### config.mk
export PLATFORM = sky130hd
export DESIGN_NAME = rs232_uart
export DESIGN_NICKNAME = d
export VERILOG_FILES = /design/src/rtl/rs232_pkg.sv /design/src/rtl/rs232_bit_timer.sv /design/src/rtl/rs232_uart.sv
export SDC_FILE = /design/constraint.sdc
export NUM_CORES = 1
export LEC_CHECK = 0
export ABC_CLOCK_PERIOD_IN_PS = 6900
export BUFFER_PORTS_ARGS = -buffer_cell sky130_fd_sc_hd__buf_2
export CORE_MARGIN = 1.5
export CORE_UTILIZATION = 40
export DETAILED_ROUTE_END_ITERATION = 10
export GPL_TIMING_DRIVEN = 1
export HOLD_SLACK_MARGIN = 0.08
export PLACE_DENSITY = 0.54
export SETUP_SLACK_MARGIN = 0.1
export SYNTH_ARGS = -nofsm -noshare
export SYNTH_HDL_FRONTEND = slang
export SYNTH_HIERARCHICAL = 1
export SYNTH_SLANG_ARGS = --single-unit
### constraint.sdc
create_clock -name CLK -period 6.9 [get_ports CLK]
set_clock_uncertainty 0.2 [all_clocks]
set_input_delay 0.345 -clock CLK [delete_from_list [all_inputs] [get_ports CLK]]
set_output_delay 0.345 -clock CLK [all_outputs]
set_load 0.005 [all_outputs]
### src/rtl/rs232_pkg.sv
// Shared definitions for the rs232_uart serial port: default bit timing,
// transmit/receive FSM encodings and the protocol byte constants.
package rs232_pkg;

  localparam int CLKS_PER_BIT_DEFAULT = 434;

  localparam logic [7:0] FRAME_START = 8'h06;
  localparam logic [7:0] FRAME_END   = 8'h07;
  localparam logic [7:0] ESC_VAL     = 8'h14;
  localparam logic [7:0] OKAY        = 8'h05;
  localparam logic [7:0] ERROR       = 8'h04;

  typedef enum logic [2:0] {
    TX_IDLE  = 3'd0,
    TX_REQ   = 3'd1,
    TX_LATCH = 3'd2,
    TX_START = 3'd3,
    TX_DATA  = 3'd4,
    TX_STOP  = 3'd5
  } tx_state_t;

  typedef enum logic [1:0] {
    RX_IDLE  = 2'd0,
    RX_START = 2'd1,
    RX_DATA  = 2'd2,
    RX_STOP  = 2'd3
  } rx_state_t;

endpackage

### src/rtl/rs232_bit_timer.sv
// Bit-period down-counter: preloads a full or half bit and ticks on the last
// cycle of each period, then reloads a full bit by itself.
module rs232_bit_timer #(
  parameter int CLKS_PER_BIT = 434
) (
  input  logic clk_i,
  input  logic init_i,
  input  logic load_i,
  input  logic half_i,
  output logic tick_o
);

  localparam int W = $clog2(CLKS_PER_BIT);
  localparam logic [W-1:0] FULL = W'(CLKS_PER_BIT - 1);
  localparam logic [W-1:0] HALF = W'(CLKS_PER_BIT / 2 - 1);

  logic [W-1:0] cnt_q;
  logic [W-1:0] cnt_d;

  assign tick_o = (cnt_q == {W{1'b0}});

  always_comb begin
    cnt_d = cnt_q;
    if (load_i) begin
      cnt_d = half_i ? HALF : FULL;
    end else if (tick_o) begin
      cnt_d = FULL;
    end else begin
      cnt_d = cnt_q - {{(W-1){1'b0}}, 1'b1};
    end
  end

  always_ff @(posedge clk_i) begin
    if (init_i) begin
      cnt_q <= FULL;
    end else begin
      cnt_q <= cnt_d;
    end
  end

endmodule

### src/rtl/rs232_uart.sv
// Full-duplex 8N1 serial port with LOAD/DIN transmit handshake and STORE/DOUT
// receive strobe. Define RS232_STOP_CHECK_EN to drop frames with a bad stop bit.
module rs232_uart
  import rs232_pkg::*;
#(
  parameter int CLKS_PER_BIT = CLKS_PER_BIT_DEFAULT
) (
  input  logic       CLK,
  input  logic       INIT,
  input  logic       DRL,
  input  logic [7:0] DIN,
  output logic       LOAD,
  output logic       TX,
  input  logic       RX,
  output logic       STORE,
  output logic [7:0] DOUT
);

  tx_state_t  tx_state_q, tx_state_d;
  logic [2:0] tx_bit_q, tx_bit_d;
  logic [7:0] tx_shift_q, tx_shift_d;
  logic       tx_q, tx_d, load_q, load_d;
  logic       tx_tick;

  rx_state_t  rx_state_q, rx_state_d;
  logic [2:0] rx_bit_q, rx_bit_d;
  logic [7:0] rx_shift_q, rx_shift_d;
  logic [7:0] dout_q, dout_d;
  logic       store_q, store_d;
  logic       rx_s1_q, rx_s2_q, rx_prev_q;
  logic       rx_tick, rx_fall, rx_tmr_load;

  assign TX    = tx_q;
  assign LOAD  = load_q;
  assign STORE = store_q;
  assign DOUT  = dout_q;

  // The bit period restarts in LATCH so the start bit is always full length.
  rs232_bit_timer #(.CLKS_PER_BIT(CLKS_PER_BIT)) u_tx_timer (
    .clk_i(CLK), .init_i(INIT), .load_i(tx_state_q == TX_LATCH),
    .half_i(1'b0), .tick_o(tx_tick)
  );

  always_ff @(posedge CLK) begin
    if (INIT) begin
      tx_state_q <= TX_IDLE;
      tx_bit_q   <= 3'd0;
      tx_shift_q <= 8'h00;
      tx_q       <= 1'b1;
      load_q     <= 1'b0;
    end else begin
      tx_state_q <= tx_state_d;
      tx_bit_q   <= tx_bit_d;
      tx_shift_q <= tx_shift_d;
      tx_q       <= tx_d;
      load_q     <= load_d;
    end
  end

  always_comb begin
    tx_state_d = tx_state_q;
    tx_bit_d   = tx_bit_q;
    tx_shift_d = tx_shift_q;
    case (tx_state_q)
      TX_IDLE:  tx_state_d = DRL ? TX_REQ : TX_IDLE;
      TX_REQ:   tx_state_d = TX_LATCH;
      TX_LATCH: begin
        tx_shift_d = DIN;
        tx_bit_d   = 3'd0;
        tx_state_d = TX_START;
      end
      TX_START: tx_state_d = tx_tick ? TX_DATA : TX_START;
      TX_DATA: begin
        if (tx_tick) begin
          tx_shift_d = {1'b1, tx_shift_q[7:1]};
          if (tx_bit_q == 3'd7) begin
            tx_state_d = TX_STOP;
          end else begin
            tx_bit_d = tx_bit_q + 3'd1;
          end
        end else begin
          tx_state_d = TX_DATA;
        end
      end
      TX_STOP: begin
        if (tx_tick) begin
          tx_state_d = DRL ? TX_REQ : TX_IDLE;
        end else begin
          tx_state_d = TX_STOP;
        end
      end
      default: tx_state_d = TX_IDLE;
    endcase
  end

  // Outputs decoded from the next state so TX and LOAD come straight from flops.
  always_comb begin
    load_d = (tx_state_d == TX_REQ);
    case (tx_state_d)
      TX_START: tx_d = 1'b0;
      TX_DATA:  tx_d = tx_shift_d[0];
      default:  tx_d = 1'b1;
    endcase
  end

  assign rx_fall     = rx_prev_q & ~rx_s2_q;
  assign rx_tmr_load = (rx_state_q == RX_IDLE) && rx_fall;

  rs232_bit_timer #(.CLKS_PER_BIT(CLKS_PER_BIT)) u_rx_timer (
    .clk_i(CLK), .init_i(INIT), .load_i(rx_tmr_load),
    .half_i(1'b1), .tick_o(rx_tick)
  );

  always_ff @(posedge CLK) begin
    if (INIT) begin
      rx_s1_q    <= 1'b1;
      rx_s2_q    <= 1'b1;
      rx_prev_q  <= 1'b1;
      rx_state_q <= RX_IDLE;
      rx_bit_q   <= 3'd0;
      rx_shift_q <= 8'h00;
      dout_q     <= 8'h00;
      store_q    <= 1'b0;
    end else begin
      rx_s1_q    <= RX;
      rx_s2_q    <= rx_s1_q;
      rx_prev_q  <= rx_s2_q;
      rx_state_q <= rx_state_d;
      rx_bit_q   <= rx_bit_d;
      rx_shift_q <= rx_shift_d;
      dout_q     <= dout_d;
      store_q    <= store_d;
    end
  end

  always_comb begin
    rx_state_d = rx_state_q;
    rx_bit_d   = rx_bit_q;
    rx_shift_d = rx_shift_q;
    case (rx_state_q)
      RX_IDLE:  rx_state_d = rx_fall ? RX_START : RX_IDLE;
      RX_START: begin
        if (rx_tick) begin
          rx_bit_d   = 3'd0;
          rx_state_d = rx_s2_q ? RX_IDLE : RX_DATA;
        end else begin
          rx_state_d = RX_START;
        end
      end
      RX_DATA: begin
        if (rx_tick) begin
          rx_shift_d = {rx_s2_q, rx_shift_q[7:1]};
          if (rx_bit_q == 3'd7) begin
            rx_state_d = RX_STOP;
          end else begin
            rx_bit_d = rx_bit_q + 3'd1;
          end
        end else begin
          rx_state_d = RX_DATA;
        end
      end
      RX_STOP:  rx_state_d = rx_tick ? RX_IDLE : RX_STOP;
      default:  rx_state_d = RX_IDLE;
    endcase
  end

  // After a bad stop bit, IDLE re-arms only on a fresh high-to-low edge.
  always_comb begin
    store_d = 1'b0;
    dout_d  = dout_q;
    if ((rx_state_q == RX_STOP) && rx_tick) begin
`ifdef RS232_STOP_CHECK_EN
      if (rx_s2_q) begin
        store_d = 1'b1;
        dout_d  = rx_shift_q;
      end else begin
        store_d = 1'b0;
        dout_d  = dout_q;
      end
`else
      store_d = 1'b1;
      dout_d  = rx_shift_q;
`endif
    end else begin
      store_d = 1'b0;
      dout_d  = dout_q;
    end
  end

endmodule

==> metrics.csv, run 1 <==
metric,value,unit
outcome,completed,
"CTS clk-pin slew, worst paths",0.07,ns
power per cell area,262,mW/mm^2
layout cells sized above 1,17.3,%
vias in the first global route,2066,
synthesized area,0.00272,mm^2
post-layout min period,3.15,ns
Synth area leader,dfxtp_1,
CTS tree,yes,
most frequent cells in the layout,"59 x dfxtp_1, 40 x nand2_1, 32 x a21oi_1",
sequential fraction of the synthesis area,43.4,%
Clock Tree Buf Depth,2,
leak pwr,1.13,nW
Antenna diodes,0,
Post-CTS Setup Bufs,0,
"commonest non-fill, non-tap cell in the layout",dfxtp_1,
critical path type,reg2reg,
Peak VDD IR,0.000184,V
Max Fclk,0.318,GHz
FF/Latch Area,0.00118,mm^2
largest family of logic cells by synthesized area,simple AND/OR/NAND/NOR gates,
grt total ovfl,0,
Post-Syn Instances,306,
number of top-level pins,23,
Adder-Cell Fraction of Synth Area,2.76,%
syn_nets,324,
vias per std cell,5.49,
Multi-input gate area,0.00135,mm^2
Starting Density,42.1,%
"Worst Setup Slack, final",3.75,ns
"Clk Latency, worst-skew pair",0.34,ns
Yosys cell types,58,
setup TNS,0,ns
Compound-Gate Fraction of Synth Area,20.1,%
vias,2234,
WL final,5390,um
crit share post-route,45.6,%
RSZ-0062 raised after global routing,no,
Final GP Congestion,0.785,
Ys Warns,6,
top post-synthesis cells by area,"dfxtp_1 43%, a21oi_1 5.9%, nand2_1 5.5%",
largest net degree at the start of global routing,50,
slew at the pin closest to its max-slew limit,0.895,ns
post-route ant nets,0,
Critical Path End Type,register,
TritonCTS sink count,59,
Area Overhead vs Synth,12.3,%
overall power,0.000802,W
Max-Slew Margin vs Limit,40.3,%
Final Net Count,343,
final setup vio count,0,
ys async rst share,0,%
startpoint types,register,
top_reg_cell synth,dfxtp_1,
die height,85.5,um
Fillers,656,
Synth Area in XOR/XNOR,1.29,%
clock root buffer master,clkbuf_8,
Die ar.,0.00730,mm^2
Crit Path Max Fanout,12,
number of buffers created by CTS,9,
placed wire-length estimate,3400,um
Worst Setup Slack post-DPL,3.80,ns
Fin. Hold Viols,0,
max cap viols,0,
port bufs,22,
drt first-iter violations,113,
HP Class,in2reg,
DRC violations left,0,
drt pass-1 iters,4,
Core ar.,0.00646,mm^2
Die X,85.5,um
Max Transition Viols Final,0,
CP required,6.97,ns
Synth Area in Simple Gates,23.6,%
first-pass GRT wire length,9280,um
mean cell area of the mapped netlist,8.89,um^2
H-tree levels,3,
WL/cell,13.3,um
Worst Path Arrival,3.21,ns
register bit count reported by yosys,59,
antenna violations before repair,0,
Post-synth EDFFs,0,
GR Util All Layers,16.0,%
Rows,29,
post-synth top area share,43.4,%
mux contribution to synthesized area,1.66,%
## timing repair
action	4_1_cts	5_1_grt
resized for setup	0	0
endpoints found under the hold margin	2	0
hold buffers	2	0
## metrics by stage
stage	utilization [%]	cell area (um^2)	cells	hold slack [ns]
finish	47.3	3050	407	0.100
global route	47.3	3050	407	0.110
CTS	47.3	3050	407	0.0943
detailed placement	43.6	2820	389	0.194
global placement	43.6	2820	389	0.196
floorplan	-	2720	306	0.189
## layout make-up
class	count	area share, %
sequential	59	38.7
multi-input combinational	214	44.2
inverter	16	2.38
tap	77	3.15
timing repair buffer	25	4.51
clock buffer	9	4.06
clock inverter	7	3.03
## Yosys cell counts (3+ instances only)
cell type,instances
nand2_1,40
nor2_1,12
buf_6,6
buf_2,3
inv_1,15
mux2i_1,3
a22oi_1,8
or2_2,3
o211ai_1,4
dfxtp_1,59
o311ai_1,4
o31a_1,4
nor4_1,11
nor2b_1,4
o21ai_0,6
nor3b_1,5
xnor2_1,4
clkbuf_1,6
ha_1,6
a21oi_1,32
nand3_1,12
nor3_1,4
or3_1,4
## cells by family (layout without fill, tap and decap cells)
group,Yosys count,after routing
AND/OR/NAND/NOR,118,118
AO/OA/AOI/OAI,80,80
flip-flops,59,59
buffers and inverters,33,57
adder cells (fa/ha/maj),6,6
XOR/XNOR,4,4
multiplexers,4,4
other,2,2
## power breakdown
group / switching [W] / internal, W / total (W)
Sequential: 0.0000208 / 0.000358 / 0.000379
Combinational: 0.0000423 / 0.0000347 / 0.0000770
Clock: 0.000144 / 0.000202 / 0.000346
Total: 0.000207 / 0.000595 / 0.000802
## routing by layer
metal | vias up | GRT usage, % | wire, um
met3 | 13 | 5.45 | 226
li1 | 1144 | - | -
met2 | 52 | 24.0 | 2410
met5 | - | 0 | 0
met4 | 0 | 8.21 | 137
met1 | 1025 | 20.4 | 2620
## worst paths after layout
check                      startpoint            end  slack, ns  cells past startpoint
setup / recovery  u_tx_timer/cnt_q[0]    tx_bit_q[0]       3.75                      8
hold / removal                 DIN[4]  tx_shift_q[4]       0.10                      3
setup reg to reg  u_tx_timer/cnt_q[0]    tx_bit_q[0]       3.75                      8
hold reg to reg               rx_s1_q        rx_s2_q       0.21                      1
## critical path: stages (launching register included)
cell	delay (ns)
dfxtp_1	0.35
inv_1	0.10
ha_1	0.23
or4b_1	0.52
nor3_2	0.50
and4bb_1	0.52
nor2b_4	0.26
mux2_4	0.31
nor2_2	0.07
## flip-flops by register name, summed over array words and instances, names as in the netlist, 2 cells and up
| signal | cells |
|---|---|
| rx_state_q | 2 |
| tx_bit_q | 3 |
| u_tx_timer/cnt_q | 9 |
| tx_state_q | 3 |
| rx_shift_q | 8 |
| u_rx_timer/cnt_q | 9 |
| tx_shift_q | 8 |
| DOUT | 8 |
| rx_bit_q | 3 |
Note: power is estimated with default switching activity, not from simulation.
==> run 2, diff against run 1 <==
--- a/config.mk
+++ b/config.mk
@@ -5,7 +5,7 @@
 export SDC_FILE = /design/constraint.sdc
 export NUM_CORES = 1
 export LEC_CHECK = 0
-export ABC_CLOCK_PERIOD_IN_PS = 6900
+export ABC_CLOCK_PERIOD_IN_PS = 2940
 export BUFFER_PORTS_ARGS = -buffer_cell sky130_fd_sc_hd__buf_2
 export CORE_MARGIN = 1.5
 export CORE_UTILIZATION = 40
==> constraint.sdc (replaced) <==
create_clock -name CLK -period 2.94 [get_ports CLK]
set_clock_uncertainty 0.2 [all_clocks]
set_input_delay 0.147 -clock CLK [delete_from_list [all_inputs] [get_ports CLK]]
set_output_delay 0.147 -clock CLK [all_outputs]
set_load 0.005 [all_outputs]
==> run 2 against run 1 <==
Sequential share of layout area fell by 2.0 points. Wire length rose by 1.4%. Critical path depth rose by 1. Final area rose by 5.6%. Clock power rose to 2.7 times the previous value. Die area did not move. Register-to-register slack got worse by 3.5 ns. Sequential power rose by 140%. Via count rose by 1.0%. First-iteration DRC count fell by 18%. Total power rose to 2.5 times the previous value. Worst setup slack got worse by 3.5 ns. Critical path type unchanged. Highest routed layer unchanged.
==> metrics.csv, run 2 (synthesis results as in run 1) <==
metric,value,unit
largest net degree at the start of global routing,34,
Clock Tree Buf Depth,2,
clock root buffer master,clkbuf_8,
Worst R2R Setup Slack,0.28,ns
vias,2257,
"CTS clk-pin slew, worst paths",0.07,ns
power per cell area,622,mW/mm^2
Core ar.,0.00646,mm^2
Max Transition Viols Final,0,
Critical Path End Type,register,
Worst Path Arrival,2.74,ns
drt first-iter violations,93,
Max-Slew Margin vs Limit,54.6,%
DRC violations left,0,
overall power,0.00201,W
"commonest non-fill, non-tap cell in the layout",dfxtp_1,
startpoint types,register,
Hold Path Depth,5,
post-route ant nets,0,
slew at the pin closest to its max-slew limit,0.672,ns
Die ar.,0.00730,mm^2
critical path type,reg2reg,
crit share post-route,90.6,%
TritonCTS sink count,59,
grt total ovfl,0,
drt pass-1 iters,4,
"Clk Latency, worst-skew pair",0.34,ns
layout cells sized above 1,18.7,%
fin cells,420,
placed wire-length estimate,3500,um
Reg2Reg Capture Point,tx_bit_q[0],
Critical R2R Launch,u_tx_timer/cnt_q[0],
Antenna diodes,0,
hold path endpoint,tx_state_q[0],
Peak VDD IR,0.000327,V
RSZ-0062 raised after global routing,no,
WL/cell,13.0,um
final setup vio count,0,
Largest regs,"u_rx_timer/cnt_q (9), u_tx_timer/cnt_q (9)",
die height,85.5,um
vias in the first global route,2135,
Crit Path Max Fanout,6,
vias per std cell,5.37,
port bufs,22,
leak pwr,1.23,nW
max cap viols,0,
Fillers,644,
worst reg2reg path depth,9,
WL final,5470,um
post-layout min period,2.66,ns
number of buffers created by CTS,9,
antenna violations before repair,0,
Placed Cells incl. Taps,394,
CP required,3.02,ns
HP Class,in2reg,
Rows,29,
Die X,85.5,um
Final Net Count,357,
setup TNS,0,ns
Max Fclk,0.375,GHz
Hold Crit Start,DRL,
Area Overhead vs Synth,18.5,%
GR Util All Layers,16.5,%
most frequent cells in the layout,"59 x dfxtp_1, 40 x nand2_1, 32 x a21oi_1",
H-tree levels,3,
number of top-level pins,23,
Starting Density,42.1,%
outcome,completed,
Fin. Hold Viols,0,
first-pass GRT wire length,9550,um
CTS tree,yes,
Final GP Congestion,0.778,
-- run 2: worst max-delay path by stage --
stage | endpoint | start | depth (start not counted) | slack [ns]
after floorplan | tx_bit_q[0] | u_tx_timer/cnt_q[0] | 10 | 0.36
after global placement | TX | u_tx_timer/cnt_q[0] | 8 | 0.25
after detailed placement | TX | u_tx_timer/cnt_q[0] | 8 | 0.22
after CTS | TX | u_tx_timer/cnt_q[0] | 8 | 0.20
after global routing | tx_bit_q[0] | u_tx_timer/cnt_q[0] | 9 | 0.10
final | tx_bit_q[0] | u_tx_timer/cnt_q[0] | 9 | 0.28
-- run 2: final cells by class --
type	count	area (um^2)	area share, %
sequential	59	1180	36.6
timing repair buffer	39	263	8.15
tap	77	96.3	2.99
clock inverter	4	97.6	3.03
clock buffer	11	151	4.70
multi-input combinational	214	1360	42.3
inverter	16	72.6	2.25
-- run 2: worst max-delay path, cell delays in order (launching register included) --
cell	delay, ns
dfxtp_1	0.34
inv_1	0.11
ha_2	0.24
or4b_4	0.51
nor3_4	0.24
buf_4	0.16
and4bb_1	0.22
nor2b_4	0.20
mux2_4	0.32
nor2_2	0.07
-- run 2: metal layers --
layer | global-route usage (%) | vias to the layer above | part of all wire (%)
met5 | 0 | - | 0
met4 | 6.89 | 0 | 1.4
met3 | 5.54 | 7 | 4.1
met2 | 25.3 | 41 | 46
met1 | 21.3 | 1040 | 48
li1 | - | 1169 | -
-- run 2: timing repair --
| item | in CTS | in global routing |
|---|---|---|
| hold buffers | 10 | 0 |
| hold endpoints to repair | 15 | 0 |
| resized for setup | 0 | 3 |
| buffers inserted | 0 | 1 |
| endpoints found under the setup margin | 0 | 3 |
-- run 2: metrics by stage --
| stage | util (%) | setup WS [ns] | hold slack [ns] | instance area [um^2] |
|---|---|---|---|---|
| global placement | 44.2 | 0.248 | 0.158 | 2860 |
| floorplan | - | 0.364 | 0.0239 | 2720 |
| detailed placement | 44.2 | 0.220 | 0.164 | 2860 |
| CTS | 49.6 | 0.200 | 0.111 | 3200 |
| global route | 49.9 | 0.102 | 0.150 | 3220 |
| finish | 49.9 | 0.276 | 0.118 | 3220 |
-- run 2: where the power goes --
part | switching [W] | total, W | internal (W)
registers | 0.0000497 | 0.000891 | 0.000841
clock network | 0.000319 | 0.000924 | 0.000605
logic | 0.000102 | 0.000192 | 0.0000902
total | 0.000471 | 0.00201 | 0.00154
